$ cat config.mk
export PLATFORM = sky130hd
export DESIGN_NAME = ps2_host_tx
export DESIGN_NICKNAME = d
export VERILOG_FILES = /design/src/rtl/ps2_pkg.sv /design/src/rtl/ps2_host_tx_filter.sv /design/src/rtl/ps2_host_tx.sv
export SDC_FILE = /design/constraint.sdc
export NUM_CORES = 1
export LEC_CHECK = 0
export CORE_MARGIN = 4
export CORE_UTILIZATION = 62
export CTS_BUF_LIST = sky130_fd_sc_hd__clkbuf_8
export CTS_CLUSTER_DIAMETER = 200
export DETAILED_ROUTE_END_ITERATION = 8
export PLACE_DENSITY = 0.84
export SLEW_MARGIN = 25
export SYNTH_ARGS = -nofsm -noshare
export SYNTH_HDL_FRONTEND = slang
export SYNTH_SLANG_ARGS = --single-unit
$ cat constraint.sdc
create_clock -name clk -period 3.1 [get_ports clk]
set_clock_uncertainty 0.2 [all_clocks]
set_input_delay 0.62 -clock clk [delete_from_list [all_inputs] [get_ports clk]]
set_output_delay 0.62 -clock clk [all_outputs]
set_load 0.01 [all_outputs]
$ cat src/rtl/ps2_pkg.sv
// ps2_pkg: shared types and constants for the PS/2 host transmit path.
// FSM state enum, error codes, keyboard command bytes, frame builder.
package ps2_pkg;

  typedef enum logic [2:0] {
    IDLE,
    INHIBIT,
    RTS,
    SHIFT,
    ACK,
    WAIT_IDLE,
    DONE,
    ERROR
  } ps2_state_t;

  localparam logic [1:0] ERR_NONE    = 2'b00;
  localparam logic [1:0] ERR_TIMEOUT = 2'b01;
  localparam logic [1:0] ERR_NOACK   = 2'b10;

  localparam logic [7:0] CMD_SET_LED = 8'hED;
  localparam logic [7:0] CMD_ENABLE  = 8'hF4;
  localparam logic [7:0] CMD_RESET   = 8'hFF;

  // {odd parity, data}; shifted out LSB first
  function automatic logic [8:0] make_frame(input logic [7:0] b);
    return {~^b, b};
  endfunction

endpackage

$ cat src/rtl/ps2_host_tx_filter.sv
// ps2_line_filter: 2-FF synchronizer, glitch filter and fall detector.
// Ports: clk, rst, line_in (raw pin) -> level (filtered), fall (1-cycle pulse).
module ps2_line_filter #(
  parameter int FILTER_CYCLES = 8
) (
  input  logic clk,
  input  logic rst,
  input  logic line_in,
  output logic level,
  output logic fall
);

  localparam int CW = (FILTER_CYCLES > 1) ? $clog2(FILTER_CYCLES) : 1;

  logic          sync_q1;
  logic          sync_q2;
  logic [CW-1:0] cnt;

  // Idle bus level is high, so everything resets to 1 to avoid a
  // spurious fall right after reset.
  always_ff @(posedge clk or posedge rst) begin
    if (rst) begin
      sync_q1 <= 1'b1;
      sync_q2 <= 1'b1;
      level   <= 1'b1;
      cnt     <= '0;
      fall    <= 1'b0;
    end else begin
      sync_q1 <= line_in;
      sync_q2 <= sync_q1;
      fall    <= 1'b0;
      if (sync_q2 == level) begin
        cnt <= '0;
      end else if (cnt == CW'(FILTER_CYCLES - 1)) begin
        level <= sync_q2;
        cnt   <= '0;
        fall  <= level;
      end else begin
        cnt <= cnt + 1'b1;
      end
    end
  end

endmodule

$ cat src/rtl/ps2_host_tx.sv
// ps2_host_tx: host-to-device PS/2 command transmitter, open-drain via oe.
// Ports: send/tx_byte in; ps2_*_in raw pins; ps2_*_oe, busy, done, err, err_code out.
module ps2_host_tx
  import ps2_pkg::*;
#(
  parameter int CLK_FREQ_HZ   = 65_000_000,
  parameter int INHIBIT_US    = 100,
  parameter int TIMEOUT_US    = 15000,
  parameter int FILTER_CYCLES = 8
) (
  input  logic       clk,
  input  logic       rst,
  input  logic       send,
  input  logic [7:0] tx_byte,
  input  logic       ps2_clk_in,
  input  logic       ps2_data_in,
  output logic       ps2_clk_oe,
  output logic       ps2_data_oe,
  output logic       busy,
  output logic       done,
  output logic       err,
  output logic [1:0] err_code
);

  localparam int CYC_PER_US  = CLK_FREQ_HZ / 1_000_000;
  localparam int INHIBIT_CYC = CYC_PER_US * INHIBIT_US;
  localparam int TIMEOUT_CYC = CYC_PER_US * TIMEOUT_US;
  localparam int IW = $clog2(INHIBIT_CYC + 1);
  localparam int TW = $clog2(TIMEOUT_CYC + 1);

  logic clk_lvl;
  logic clk_fall;
  logic data_lvl;
  logic unused_data_fall;

  ps2_line_filter #(
    .FILTER_CYCLES(FILTER_CYCLES)
  ) u_clk_filt (
    .clk    (clk),
    .rst    (rst),
    .line_in(ps2_clk_in),
    .level  (clk_lvl),
    .fall   (clk_fall)
  );

  ps2_line_filter #(
    .FILTER_CYCLES(FILTER_CYCLES)
  ) u_data_filt (
    .clk    (clk),
    .rst    (rst),
    .line_in(ps2_data_in),
    .level  (data_lvl),
    .fall   (unused_data_fall)
  );

  ps2_state_t    state, state_n;
  logic [IW-1:0] inh_cnt, inh_n;
  logic [TW-1:0] wd_cnt, wd_n;
  logic [3:0]    bit_cnt, bit_n;
  logic [8:0]    frame, frame_n;
  logic          data_oe_n;
  logic          clk_oe_n;
  logic          busy_n;
  logic          done_n;
  logic          err_n;
  logic [1:0]    code_n;
  logic          wd_hit;

  assign wd_hit = (wd_cnt == TW'(TIMEOUT_CYC - 1));

  always_ff @(posedge clk or posedge rst) begin
    if (rst) begin
      state       <= IDLE;
      inh_cnt     <= '0;
      wd_cnt      <= '0;
      bit_cnt     <= '0;
      frame       <= '0;
      ps2_clk_oe  <= 1'b0;
      ps2_data_oe <= 1'b0;
      busy        <= 1'b0;
      done        <= 1'b0;
      err         <= 1'b0;
      err_code    <= ERR_NONE;
    end else begin
      state       <= state_n;
      inh_cnt     <= inh_n;
      wd_cnt      <= wd_n;
      bit_cnt     <= bit_n;
      frame       <= frame_n;
      ps2_clk_oe  <= clk_oe_n;
      ps2_data_oe <= data_oe_n;
      busy        <= busy_n;
      done        <= done_n;
      err         <= err_n;
      err_code    <= code_n;
    end
  end

  always_comb begin
    state_n   = state;
    inh_n     = inh_cnt;
    wd_n      = wd_cnt;
    bit_n     = bit_cnt;
    frame_n   = frame;
    data_oe_n = ps2_data_oe;
    code_n    = err_code;

    unique case (state)
      IDLE: begin
        data_oe_n = 1'b0;
        if (send) begin
          state_n = INHIBIT;
          frame_n = make_frame(tx_byte);
          bit_n   = '0;
          inh_n   = '0;
          code_n  = ERR_NONE;
        end
      end
      INHIBIT: begin
        if (inh_cnt == IW'(INHIBIT_CYC - 1)) begin
          state_n   = RTS;
          data_oe_n = 1'b1;
        end else begin
          inh_n = inh_cnt + 1'b1;
        end
      end
      RTS: begin
        // data stays low into SHIFT: that is the start bit
        state_n = SHIFT;
        wd_n    = '0;
      end
      SHIFT: begin
        if (clk_fall) begin
          wd_n  = '0;
          bit_n = bit_cnt + 4'd1;
          if (bit_cnt == 4'd9) begin
            data_oe_n = 1'b0;
            state_n   = ACK;
          end else begin
            data_oe_n = ~frame[0];
            frame_n   = {1'b1, frame[8:1]};
          end
        end else if (wd_hit) begin
          state_n = ERROR;
          code_n  = ERR_TIMEOUT;
        end else begin
          wd_n = wd_cnt + 1'b1;
        end
      end
      ACK: begin
        if (clk_fall) begin
          wd_n = '0;
          if (data_lvl) begin
            state_n = ERROR;
            code_n  = ERR_NOACK;
          end else begin
            state_n = WAIT_IDLE;
          end
        end else if (wd_hit) begin
          state_n = ERROR;
          code_n  = ERR_TIMEOUT;
        end else begin
          wd_n = wd_cnt + 1'b1;
        end
      end
      WAIT_IDLE: begin
        if (clk_lvl && data_lvl) begin
          state_n = DONE;
        end else if (clk_fall) begin
          wd_n = '0;
        end else if (wd_hit) begin
          state_n = ERROR;
          code_n  = ERR_TIMEOUT;
        end else begin
          wd_n = wd_cnt + 1'b1;
        end
      end
      DONE:    state_n = IDLE;
      ERROR:   state_n = IDLE;
      default: state_n = IDLE;
    endcase

    if (state_n == ERROR) begin
      data_oe_n = 1'b0;
    end

    // outputs are registered from the next state
    clk_oe_n = (state_n == INHIBIT) || (state_n == RTS);
    busy_n   = !(state_n inside {IDLE, DONE, ERROR});
    done_n   = (state_n == DONE);
    err_n    = (state_n == ERROR);
  end

endmodule

==> results_dict.tcl <==
set metrics [dict create \
    status "complete, no violations" \
    worstPathCellList "or4b_1 > nor3_1 > nand4_1 > o21ai_1 > o21ai_0 > o31ai_1" \
    grt_pass1_wl_um 13000 \
    yosysUniqueCellTypes 53 \
    place_inst 468 \
    overflow 0 \
    synth_edf_count 0 \
    rows 27 \
    core_um2 5610 \
    ir_worst_vdd_mv 0.426 \
    synth_area_um2 3640 \
    grt.total_usage 0.225 \
    clockBufferDepth 2 \
    arrival_ns 2.76 \
    dieArea_um2 7160 \
    die_h_um 84.6 \
    path_class "flop to flop" \
    yosys-top-cells-area "dfrtp_1 43%, nor2_1 4.4%, dfstp_2 4.3%" \
    hold_viol 0 \
    synth_top_area_frac 0.433 \
    drt_iter0_drc 435 \
    first_global_vias 2711 \
    cts_setup_buffers 0 \
    leakage_nw 1.90 \
    path_buf_inv 0 \
    worst_slew_pin_slew_ns 0.941 \
    fin_crit_ns 2.73 \
    async_reset_ff_frac 1.00 \
    htreeDepth 3 \
    path_clk_slew_ns 0.07 \
    yosys.area.top_type "dfrtp_1" \
    areaGrowthSynthToFinish_pct 14.7 \
    antenna_found_initial 0 \
    route.detailed.drc 0 \
    cp-start-kind "flop" \
    tns_ns 0 \
    crit_family "simple AND/OR/NAND/NOR gates" \
    drt-wirelength-per-cell_um 15.4 \
    dr.pass1.iters 5 \
    fp.dieW_um 84.6 \
    clk_latency_ns 0.34 \
    grt_max_degree 70 \
    maxCapViolCount 0 \
    slowest_stage "or4b_1" \
    synth_nets 406 \
    final_antenna_net_count 0 \
    slew_headroom 0.371 \
    power_density_nw_per_um2 512 \
    antenna_cells 0 \
    seq_area_frac_synth 0.476 \
    synthCells 383 \
    critPathMaxStageDelay_ns 0.55 \
    hold_buffers 0 \
    ys_seq_elements 69 \
    dpl.hpwl_um 5140 \
    cts_inserted_buffers 9 \
    yosys_warnings 0 \
    drive_gt1_frac 0.0947 \
    place.port_buffers 19 \
    fin_nets 430 \
    finalCritPeriodShare 0.881 \
    finalSetupViolCount 0 \
    instances_no_fill 484 \
    rsz0062_at_grt "false" \
    clkSinkCount 69 \
    crit_path_max_fanout 7 \
    critPathRequiredTime_ns 3.13 \
    fmax_mhz 366 \
    min_path_type "flop to flop" \
    worst_setup_path_end_kind "flop" \
    synth_ff_type "dfrtp_1" \
    pin_count 20 \
    start_util 0.649 \
    root_buffer "clkbuf_8" \
    synth.avg_cell_area_um2 9.50 \
    place_congestion 0.950 \
    cts_resized 0 \
    maxSlewViolCount 0 \
    vias_per_cell 6.11 \
    cts_tree "yes" \
    drt_wl_total_um 7450 \
    vias 2955 \
]
==> per-stage QoR <==
stage                     utilization  hold WS (ns)  power, W  setup slack, ns  area (um^2)
after floorplan                     -         0.145   0.00121            0.550         3640
after global placement          0.702         0.145   0.00126            0.445         3940
after detailed placement        0.702         0.151   0.00128            0.406         3940
after CTS                       0.745         0.161   0.00215            0.441         4180
after global routing            0.745         0.164   0.00224            0.159         4180
final                           0.745         0.160   0.00214            0.368         4180
==> final cells by class <==
| type | count | area (um^2) |
|---|---|---|
| inverters | 13 | 48.8 |
| fillers | 389 | 1430 |
| clock buffers | 10 | 138 |
| multi-input cells | 288 | 1810 |
| repair buffers | 26 | 255 |
| well taps | 72 | 90.1 |
| flip-flops and latches | 69 | 1730 |
| clock inverters | 6 | 103 |
==> synth_stat cells, types with 2 or more instances <==
library cell,count
nand4b_1,4
o22ai_1,2
nor3b_1,3
and3_1,10
dfstp_2,6
nand4_1,12
nor4b_1,2
xor2_1,14
nand3_1,17
clkbuf_1,12
o21ai_0,27
or3_1,5
nor2_1,43
o2111a_1,3
mux2_2,5
a211oi_1,2
nor4_1,3
inv_1,12
nor3_1,9
o21a_1,2
a22oi_1,2
nand2_1,35
a21oi_1,21
nand2b_1,2
xnor2_1,12
nor2b_1,4
a21o_1,6
ha_1,10
and2_1,5
dfrtp_1,63
mux2i_1,8
==> registers in the layout, summed over array words and instances (netlist names), 2 cells and up <==
name	flops
inh_cnt	13
state	3
err_code	2
frame	9
u_data_filt.cnt	3
bit_cnt	4
u_clk_filt.cnt	3
wd_cnt	20
==> routing by layer <==
layer  part of all wire  global-route usage
met1               0.47               0.338
met2               0.44               0.326
met3              0.069              0.0363
met4              0.017              0.0863
met5                  0                   0
==> cells by family (layout without fill, tap and decap cells) <==
kind of cell               Yosys count  in the layout  synth area share
and+or+nand+nor                    162            162             0.229
muxes                               13             13            0.0375
AOI/OAI and AO/OA                   77             77             0.133
buffers and inverters               26             55            0.0272
adders and majority gates           10             10            0.0344
xor gates and xnor gates            26             26            0.0626
DFF                                 69             69             0.476
==> worst paths after layout <==
check | startpoint | endpoint | cells after the start | slack (ns)
max | wd_cnt[9] | wd_cnt[19] | 6 | 0.37
min | u_clk_filt.sync_q1 | u_clk_filt.sync_q2 | 0 | 0.16
max reg2reg | wd_cnt[9] | wd_cnt[19] | 6 | 0.37
min reg2reg | u_clk_filt.sync_q1 | u_clk_filt.sync_q2 | 0 | 0.16
max in group asynchronous | rst | u_data_filt.level | 3 | 1.90
min in group asynchronous | rst | wd_cnt[17] | 3 | 0.44
==> report_power, final <==
group          switching (W)  leakage (nW)  internal [W]  total (W)
Clock               0.000329         0.129      0.000549   0.000878
Sequential         0.0000791         0.883      0.000988    0.00107
Combinational      0.0000877         0.886      0.000106   0.000194
Total               0.000496          1.90       0.00164    0.00214
==> placed cells by master (no fill, tap or decap), types with 3 or more instances in the layout <==
cell type	count
nand3_1	17
nor4_1	3
o21ai_0	27
xor2_1	14
or3_1	5
bufinv_16	3
clkdlybuf4s50_1	19
inv_1	13
mux2_2	5
a21o_1	6
o2111a_1	3
nand4_1	12
nand2_1	35
dfrtp_1	63
buf_4	6
ha_1	10
clkbuf_8	10
nand4b_1	4
mux2i_1	8
and3_1	10
a21oi_1	21
nor3b_1	3
and2_1	5
nor2b_1	4
nor2_1	43
xnor2_1	12
dfstp_2	6
nor3_1	9
Note: power is estimated with default switching activity, not from simulation.
